==> config.mk <==
export PLATFORM = sky130hd
export DESIGN_NAME = uart_rom_loader
export DESIGN_NICKNAME = d
export VERILOG_FILES = /design/src/rtl/uart_rom_loader_pkg.sv /design/src/rtl/uart_rx_byte.sv /design/src/rtl/uart_rom_loader.sv
export SDC_FILE = /design/constraint.sdc
export NUM_CORES = 1
export LEC_CHECK = 0
export ABC_CLOCK_PERIOD_IN_PS = 2700
export CORE_MARGIN = 2
export CORE_UTILIZATION = 59
export DETAILED_ROUTE_END_ITERATION = 12
export GPL_ROUTABILITY_DRIVEN = 0
export PLACE_DENSITY = 0.8
export SLEW_MARGIN = 20
export SYNTH_ARGS = -nofsm -noshare
export SYNTH_HDL_FRONTEND = slang
export SYNTH_SLANG_ARGS = --single-unit
==> constraint.sdc <==
create_clock -name clk -period 2.7 [get_ports clk]
set_input_delay 0.54 -clock clk [delete_from_list [all_inputs] [get_ports clk]]
set_output_delay 0.54 -clock clk [all_outputs]
set_load 0.1 [all_outputs]
==> src/rtl/uart_rom_loader_pkg.sv <==
// Shared constants for the UART ROM boot-loader: frame FSM encoding, receiver
// state encoding, sync byte and bit-period derivation.
package uart_rom_loader_pkg;

  localparam logic [7:0] SYNC_BYTE = 8'hA5;

  localparam logic [2:0] ST_SYNC   = 3'd0;
  localparam logic [2:0] ST_LEN_LO = 3'd1;
  localparam logic [2:0] ST_LEN_HI = 3'd2;
  localparam logic [2:0] ST_DATA   = 3'd3;
  localparam logic [2:0] ST_CHK    = 3'd4;
  localparam logic [2:0] ST_DONE   = 3'd5;
  localparam logic [2:0] ST_ERR    = 3'd6;

  localparam logic [1:0] RX_IDLE  = 2'd0;
  localparam logic [1:0] RX_START = 2'd1;
  localparam logic [1:0] RX_DATA  = 2'd2;
  localparam logic [1:0] RX_STOP  = 2'd3;

  function automatic int clks_per_bit(input int clk_freq, input int baud);
    return clk_freq / baud;
  endfunction

endpackage

==> src/rtl/uart_rx_byte.sv <==
// 8N1 UART receiver: 2-flop synchroniser, mid-bit sampling, glitch rejection
// on the start bit, one-cycle byte_valid / frame_err pulses.
module uart_rx_byte
  import uart_rom_loader_pkg::*;
#(
  parameter int CLKS_PER_BIT = 434
) (
  input  logic       clk,
  input  logic       rst,
  input  logic       uart_rx,
  output logic       byte_valid,
  output logic [7:0] byte_data,
  output logic       frame_err
);
  localparam int                CNT_W = $clog2(CLKS_PER_BIT + 1);
  localparam logic [CNT_W-1:0] HALF  = CNT_W'(CLKS_PER_BIT / 2 - 1);
  localparam logic [CNT_W-1:0] FULL  = CNT_W'(CLKS_PER_BIT - 1);

  logic             rx_meta, rx_sync, rx_prev;
  logic [1:0]       state;
  logic [CNT_W-1:0] cnt;
  logic [2:0]       bit_idx;
  logic [7:0]       shift;

  always_ff @(posedge clk) begin
    if (!rst) begin
      rx_meta    <= 1'b1;
      rx_sync    <= 1'b1;
      rx_prev    <= 1'b1;
      state      <= RX_IDLE;
      cnt        <= '0;
      bit_idx    <= '0;
      shift      <= '0;
      byte_valid <= 1'b0;
      byte_data  <= '0;
      frame_err  <= 1'b0;
    end else begin
      // NOTE: non-blocking assignments so every flop samples pre-edge values.
      rx_meta    <= uart_rx;
      rx_sync    <= rx_meta;
      rx_prev    <= rx_sync;
      byte_valid <= 1'b0;
      frame_err  <= 1'b0;
      case (state)
        RX_IDLE: begin
          cnt <= '0;
          if (rx_prev && !rx_sync) state <= RX_START;
        end
        RX_START: begin
          if (cnt == HALF) begin
            cnt     <= '0;
            bit_idx <= '0;
            // A line back high at mid-start was a glitch, not a start bit.
            state   <= rx_sync ? RX_IDLE : RX_DATA;
          end else begin
            cnt <= cnt + 1'b1;
          end
        end
        RX_DATA: begin
          if (cnt == FULL) begin
            cnt     <= '0;
            shift   <= {rx_sync, shift[7:1]};
            bit_idx <= bit_idx + 1'b1;
            if (bit_idx == 3'd7) state <= RX_STOP;
          end else begin
            cnt <= cnt + 1'b1;
          end
        end
        default: begin
          if (cnt == FULL) begin
            cnt   <= '0;
            state <= RX_IDLE;
            if (rx_sync) begin
              byte_valid <= 1'b1;
              byte_data  <= shift;
            end else begin
              frame_err <= 1'b1;
            end
          end else begin
            cnt <= cnt + 1'b1;
          end
        end
      endcase
    end
  end

endmodule

==> src/rtl/uart_rom_loader.sv <==
// UART boot-loader: parses A5/LEN/data[/CHK] frames, writes 32-bit words into
// the instruction ROM and releases core reset. Option: UART_ROM_LOADER_CHECKSUM_EN.
module uart_rom_loader
  import uart_rom_loader_pkg::*;
#(
  parameter int CLK_FREQ     = 50_000_000,
  parameter int BAUD         = 115200,
  parameter int ADDR_W       = 12,
  parameter int TIMEOUT_CLKS = 1_000_000
) (
  input  logic              clk,
  input  logic              rst,
  input  logic              uart_rx,
  output logic              rom_we,
  output logic [ADDR_W-1:0] rom_waddr,
  output logic [31:0]       rom_wdata,
  output logic              core_rst_n,
  output logic              load_done,
  output logic              load_err
);
  localparam int          CLKS_PER_BIT = clks_per_bit(CLK_FREQ, BAUD);
  localparam logic [31:0] MAX_WORDS    = 32'd1 << ADDR_W;
  localparam logic [31:0] TIMEOUT_LAST = 32'(TIMEOUT_CLKS - 1);

  logic        byte_valid, frame_err;
  logic [7:0]  byte_data;

  uart_rx_byte #(.CLKS_PER_BIT(CLKS_PER_BIT)) u_rx (
    .clk        (clk),
    .rst        (rst),
    .uart_rx    (uart_rx),
    .byte_valid (byte_valid),
    .byte_data  (byte_data),
    .frame_err  (frame_err)
  );

  logic [2:0]        state;
  logic [7:0]        len_lo;
  logic [15:0]       word_cnt;
  logic [ADDR_W-1:0] word_idx;
  logic [1:0]        byte_cnt;
  logic [23:0]       word_buf;
  logic [31:0]       idle_cnt;
`ifdef UART_ROM_LOADER_CHECKSUM_EN
  logic [7:0]        checksum;
`endif

  logic [15:0] len_rx;
  logic        len_bad, frame_active, timed_out, last_word;

  assign len_rx       = {byte_data, len_lo};
  assign len_bad      = (len_rx == 16'd0) || (32'(len_rx) > MAX_WORDS);
  assign frame_active = state inside {ST_LEN_LO, ST_LEN_HI, ST_DATA, ST_CHK};
  assign timed_out    = frame_active && !byte_valid && (idle_cnt == TIMEOUT_LAST);
  assign last_word    = (32'(word_idx) + 32'd1 == 32'(word_cnt));

  always_ff @(posedge clk) begin
    if (!rst) begin
      rom_we     <= 1'b0;
      rom_waddr  <= '0;
      rom_wdata  <= '0;
      core_rst_n <= 1'b0;
      load_done  <= 1'b0;
      load_err   <= 1'b0;
      state      <= ST_SYNC;
      len_lo     <= '0;
      word_cnt   <= '0;
      word_idx   <= '0;
      byte_cnt   <= '0;
      word_buf   <= '0;
      idle_cnt   <= '0;
`ifdef UART_ROM_LOADER_CHECKSUM_EN
      checksum   <= '0;
`endif
    end else begin
      rom_we <= 1'b0;
      if (!frame_active || byte_valid) idle_cnt <= '0;
      else                             idle_cnt <= idle_cnt + 32'd1;

      if (frame_active && (frame_err || timed_out)) begin
        state    <= ST_ERR;
        load_err <= 1'b1;
      end else begin
        case (state)
          ST_SYNC:
            if (byte_valid && byte_data == SYNC_BYTE) state <= ST_LEN_LO;
          ST_LEN_LO:
            if (byte_valid) begin
              len_lo <= byte_data;
              state  <= ST_LEN_HI;
            end
          ST_LEN_HI:
            if (byte_valid) begin
              word_cnt <= len_rx;
              word_idx <= '0;
              byte_cnt <= '0;
              if (len_bad) begin
                state    <= ST_ERR;
                load_err <= 1'b1;
              end else begin
                state <= ST_DATA;
              end
            end
          ST_DATA:
            if (rom_we) begin
              word_idx <= word_idx + 1'b1;
              if (last_word) begin
`ifdef UART_ROM_LOADER_CHECKSUM_EN
                state <= ST_CHK;
`else
                state      <= ST_DONE;
                load_done  <= 1'b1;
                core_rst_n <= 1'b1;
`endif
              end
            end else if (byte_valid) begin
              // Little-endian: first byte ends up in [7:0] after four shifts.
              word_buf <= {byte_data, word_buf[23:8]};
              byte_cnt <= byte_cnt + 2'd1;
`ifdef UART_ROM_LOADER_CHECKSUM_EN
              checksum <= checksum + byte_data;
`endif
              if (byte_cnt == 2'd3) begin
                rom_we    <= 1'b1;
                rom_waddr <= word_idx;
                rom_wdata <= {byte_data, word_buf};
              end
            end
`ifdef UART_ROM_LOADER_CHECKSUM_EN
          ST_CHK:
            if (byte_valid) begin
              if (byte_data == checksum) begin
                state      <= ST_DONE;
                load_done  <= 1'b1;
                core_rst_n <= 1'b1;
              end else begin
                state    <= ST_ERR;
                load_err <= 1'b1;
              end
            end
`endif
          default: ;
        endcase
      end
    end
  end

endmodule

==> impl_metrics.py, run 1 <==
metrics = {
    "clock_tree": {
        "cts_tree": "yes",
        "clkSlewWorstSetupHoldPaths_ns": 0.07,
        "cts_sinks": 179,
        "cts_hold_buf": 0,
        "cts_max_level": 4,
        "cts_root_buffer": "clkbuf_16",
        "cts_resized": 0,
        "clk_latency_ns": 0.43,
        "post_cts_buffers": 0,
        "cts_max_path_buffers": 2,
        "cts_made_buffers": 17,
    },
    "sta": {
        "finalHoldViolations": 0,
        "tns_ns": 0,
        "slew_viol_final": 0,
        "setup_viol": 0,
        "fin_skew_ns": 0.00630,
        "hold_slack_ns": 0.412,
        "grt_setup_unrepaired": "no",
        "fin_crit_ns": 2.42,
        "slew_headroom": 0.510,
        "tightest_slew_ns": 0.730,
        "fin_crit_sh": 0.897,
        "fmax_mhz": 413,
    },
    "synthesis": {
        "yosysSeqAreaShare": 0.454,
        "syn_avg_cell_area_um2": 8.53,
        "yosysMostFrequentCell": "nand2_1",
        "synthCells": 926,
        "ys_types": 61,
        "synth-seq-cells": 179,
        "postSynthNetCount": 941,
        "synthTopCellsByCount": "nand2_1, dfxtp_1, a21boi_0",
        "ys_top_cells_by_area": "dfxtp_1, nand2_1, a21boi_0, xor2_1, nor2_1",
        "synth_area_leader_cell": "dfxtp_1",
        "async_flop_share": 0,
        "synthFlopType": "dfxtp_1",
        "netlist_area_um2": 7900,
        "ys.warnings.count": 0,
        "synth_top_cell_area_share": 0.454,
        "synth_edf_count": 0,
    },
    "layout": {
        "postLayoutCellArea_um2": 9010,
        "nFillCells": 1068,
        "diodes": 0,
        "area.growth.synth_to_final_pct": 14.1,
        "finalNetCount": 974,
        "final_layout_size_suffix_gt1_frac": 0.119,
        "fin_util": 0.686,
    },
    "global_route": {
        "first_global_vias": 6037,
        "grt_pass1_wl_um": 27900,
        "overflow": 0,
        "met2_usage": 0.397,
        "gr-max-usage-layer": "met2",
        "grt_use_met1": 0.302,
        "grt_max_degree": 143,
        "antenna_found_initial": 0,
        "grt.total_usage": 0.238,
        "met3_usage": 0.0404,
    },
    "route": {
        "post_drt_via_cell_ratio": 5.50,
        "routed_wl_um": 16100,
        "drt-wirelength-per-cell_um": 14.1,
        "drc": 0,
        "dr.pass1.iters": 5,
        "antenna_left": 0,
        "drt_iter0_markers": 402,
        "vias": 6314,
    },
    "power": {
        "p_leak_nw": 3.08,
        "power_mw": 5.35,
        "clkPwrFrac": 0.475,
        "p_int_mw": 4.12,
        "switching_share": 0.229,
        "netSwitchingPower_mw": 1.23,
        "vdd_drop_max_uv": 423,
        "pwr-share-comb": 0.028,
        "powerDensity_nw_per_um2": 594,
        "seqPwrFrac": 0.497,
    },
    "worst_setup_path": {
        "r2r_start": "idle_cnt[29]",
        "crit_path_start_kind": "register",
        "reg2regPathDepth": 6,
        "rrSetupSlack_ns": 0.28,
        "cp.arrival_ns": 2.78,
        "slowest_delay_ns": 0.53,
        "cp-end-kind": "register",
        "crit_chain": "or4_1 > nor4_1 > or4b_4 > o2111ai_2 > a22oi_1 > nor2b_1",
        "critPathKind": "reg2reg",
        "path_buf_inv": 0,
        "slowest_stage": "or4_1",
        "cp_max_fo": 13,
        "r2r_end": "word_idx[1]",
        "critPathTopFamily": "simple AND/OR/NAND/NOR gates",
        "required_ns": 3.06,
    },
    "die": {
        "die_h_um": 120,
        "rows": 42,
        "fp.coreArea_um2": 13100,
        "dieArea_um2": 14300,
        "die_x_um": 120,
        "initial_core_util": 0.601,
        "num_io_pins": 51,
    },
    "status": {
        "status": "finished, final reports clean",
    },
    "run": {
        "maxCapViolations": 0,
    },
    "worst_hold_path": {
        "min_path_type": "reg2reg",
        "whs_path_depth": 1,
        "worstHoldEndpoint": "u_rx.rx_sync",
        "hold_path_startpoint": "u_rx.rx_meta",
    },
    "placement": {
        "io_buffers": 50,
        "postPlaceCellArea_um2": 8400,
        "dpl.hpwl_um": 10400,
    },
}
sequential cells by signal, summed over array words and instances (netlist names):
register / cells
u_rx.shift: 8
rom_waddr: 12
word_buf: 24
rom_wdata: 32
u_rx.byte_valid: 1
u_rx.rx_sync: 1
u_rx.state: 2
u_rx.rx_meta: 1
state: 3
len_lo: 8
byte_cnt: 2
word_idx: 12
u_rx.rx_prev: 1
u_rx.cnt: 9
load_err: 1
u_rx.bit_idx: 3
u_rx.frame_err: 1
word_cnt: 16
load_done: 1
u_rx.byte_data: 8
idle_cnt: 32
rom_we: 1
per-stage QoR:
stage / setup slack (ns) / instances
floorplan: 0.564 / 926
global placement: 0.395 / 1116
detailed placement: 0.293 / 1116
CTS: 0.281 / 1148
global route: 0.121 / 1148
finish: 0.279 / 1148
cell type report:
type                    count  area, um2  area share
inverters                  12       45.0     0.00500
flip-flops and latches    179       3580       0.398
multi-input cells         685       4050       0.450
repair buffers             64        495      0.0550
well taps                 176        220      0.0245
clock inverters            15        184      0.0204
clock buffers              17        425      0.0472
how the worst max path moves through the flow:
stage | from | cells past startpoint | endpoint | slack, ns
final | idle_cnt[29] | 6 | word_idx[1] | 0.28
after global routing | word_idx[0] | 7 | state[1] | 0.12
after CTS | idle_cnt[29] | 6 | word_idx[1] | 0.28
after detailed placement | idle_cnt[29] | 6 | word_idx[1] | 0.29
after global placement | idle_cnt[29] | 6 | word_idx[1] | 0.40
after floorplan | rom_we | 7 | rom_waddr[10] | 0.56
placed cells by master, fill, tap and decap left out, types with 18 or more instances in the layout:
cell type / n
nand2_1: 232
dfxtp_1: 179
a21boi_0: 99
nor2_1: 63
buf_4: 62
nand3_1: 34
xor2_1: 31
nor2b_1: 24
xnor2_1: 20
mux2i_1: 18
power by group through the flow:
stage	clock, mW	sequential (mW)	combinational (mW)
2_1_floorplan	0	2.72	0.121
3_3_place_gp	0	2.72	0.152
3_5_place_dp	0	2.72	0.151
4_1_cts	2.58	2.66	0.152
5_1_grt	2.68	2.66	0.171
6_report	2.54	2.66	0.150
cells by family after synthesis:
kind of cell	share of synthesized area
adders and majority gates	0.0190
DFF	0.454
AOI/OAI and AO/OA	0.150
buffers and inverters	0.0328
muxes	0.0242
and+or+nand+nor	0.263
xor gates and xnor gates	0.0566
layer usage:
layer,wire (um),part of all wire
met1,7390,0.46
met4,454,0.028
met5,0,0
met3,660,0.041
met2,7620,0.47
Power figures use the tool's default switching activity.
==> run 2: changes to the inputs <==
ABC_CLOCK_PERIOD_IN_PS = 3000   (was 2700)
CORE_ASPECT_RATIO = 0.75   (was not set)
CORE_UTILIZATION = 60   (was 59)
PLACE_DENSITY = 0.81   (was 0.8)
clock period = 3 ns   (was 2.7 ns; I/O delays follow)
==> run 2 against run 1 <==
Compared with the run above:
- setup slack improved by 0.24 ns
- non-clock buffer count fell by 2
- sequential cell count stayed put
- core utilization is 0.68 points higher
- critical endpoint is now state[1]
==> impl_metrics.py, run 2 (synthesized netlist as in run 1, its figures left out) <==
metrics = {
    "sta": {
        "slew_viol_final": 0,
        "fmax_mhz": 403,
        "grt_setup_unrepaired": "no",
        "tns_ns": 0,
        "fin_crit_ns": 2.48,
        "tightest_slew_ns": 0.902,
        "finalHoldViolations": 0,
        "fin_crit_sh": 0.826,
        "fin_skew_ns": 0.00786,
        "setup_viol": 0,
        "setup_slack_ns": 0.521,
        "slew_headroom": 0.395,
    },
    "layout": {
        "diodes": 0,
        "layout_commonest_cell": "nand2_1",
        "seq_area_um2": 3580,
        "final_cell_mix": "nand2_1, dfxtp_1, a21boi_0",
        "final_layout_size_suffix_gt1_frac": 0.118,
        "final_cell_count_no_fill": 1141,
        "nFillCells": 1020,
        "area.growth.synth_to_final_pct": 13.4,
        "finalNetCount": 972,
        "reg.largest.list": "idle_cnt x32, rom_wdata x32, word_buf x24",
        "multiInputGateArea_um2": 4050,
    },
    "clock_tree": {
        "cts_max_path_buffers": 2,
        "cts_hold_buf": 0,
        "cts_max_level": 4,
        "cts_root_buffer": "clkbuf_16",
        "cts_sinks": 179,
        "cts_resized": 0,
        "clk_latency_ns": 0.42,
        "clkSlewWorstSetupHoldPaths_ns": 0.07,
        "cts_tree": "yes",
        "cts_made_buffers": 17,
        "post_cts_buffers": 0,
    },
    "route": {
        "routed_wl_um": 17000,
        "drc": 0,
        "vias": 6401,
        "dr.pass1.iters": 6,
        "drt_iter0_markers": 473,
        "drt-wirelength-per-cell_um": 14.9,
        "post_drt_via_cell_ratio": 5.61,
        "antenna_left": 0,
    },
    "placement": {
        "post-place-ws_ns": 0.578,
        "io_buffers": 50,
        "placedCellCount": 1109,
        "dpl.hpwl_um": 11600,
    },
    "worst_hold_path": {
        "min_path_type": "reg2reg",
    },
    "worst_setup_path": {
        "crit_chain": "nand4_1 > nor3_1 > nor4b_1 > a311o_1 > o2111ai_1 > o31a_1",
        "cp_max_fo": 9,
        "crit_path_start_kind": "register",
        "slowest_stage": "nor3_1",
        "slowest_delay_ns": 0.61,
        "critPathKind": "reg2reg",
        "cp-end-kind": "register",
        "cp.arrival_ns": 2.79,
        "required_ns": 3.31,
    },
    "global_route": {
        "grt.total_usage": 0.249,
        "antenna_found_initial": 0,
        "grt_pass1_wl_um": 27600,
        "first_global_vias": 5542,
        "grt_max_degree": 47,
        "overflow": 0,
    },
    "die": {
        "die_h_um": 103,
        "fp.coreArea_um2": 12900,
        "dieArea_um2": 14100,
        "die_x_um": 136,
        "num_io_pins": 51,
        "rows": 36,
        "initial_core_util": 0.611,
    },
    "run": {
        "maxCapViolations": 0,
    },
    "power": {
        "vdd_drop_max_uv": 580,
        "p_leak_nw": 3.06,
        "powerDensity_nw_per_um2": 523,
    },
    "status": {
        "status": "finished, final reports clean",
    },
}
[run 2: through the flow]
step	hold WS, ns	instance area (um2)	util	power, mW
floorplan	0.386	7900	-	2.56
finish	0.406	8950	0.692	4.68
global placement	0.390	8380	0.648	2.59
detailed placement	0.391	8380	0.648	2.59
global route	0.425	8950	0.692	4.84
CTS	0.408	8950	0.692	4.72
[run 2: area by class of cell]
class,instances,share of cell area
clock buffer,18,0.0491
inverter,12,0.00503
clock inverter,14,0.0151
tap,171,0.0239
sequential,179,0.400
timing repair buffer,62,0.0537
multi-input combinational,685,0.453
[run 2: path summary, 6_finish.rpt]
check	slack [ns]	to	from	cells after the start
max reg2reg	0.52	state[1]	word_idx[3]	6
min	0.41	u_rx.rx_sync	u_rx.rx_meta	1
max	0.52	state[1]	word_idx[3]	6
min reg2reg	0.41	u_rx.rx_sync	u_rx.rx_meta	1
[run 2: critical path: cells and delay by family (launching register included)]
kind / cells / cell delay (ns)
DFF: 1 / 0.51
AOI/OAI and AO/OA: 3 / 0.66
and+or+nand+nor: 3 / 1.20
[run 2: power breakdown]
| part | internal, mW | switching, mW | total [mW] |
|---|---|---|---|
| Combinational | 0.0575 | 0.0825 | 0.140 |
| Clock | 1.13 | 1.02 | 2.15 |
| Sequential | 2.39 | 0.00972 | 2.39 |
[run 2: per-layer routing]
layer | routed length, um | GRT usage | vias to the layer above | part of all wire
li1 | - | - | 3211 | -
met1 | 8620 | 0.365 | 2999 | 0.51
met2 | 7190 | 0.374 | 176 | 0.42
met3 | 991 | 0.0507 | 15 | 0.058
met4 | 197 | 0.0713 | 0 | 0.012
met5 | 0 | 0 | - | 0
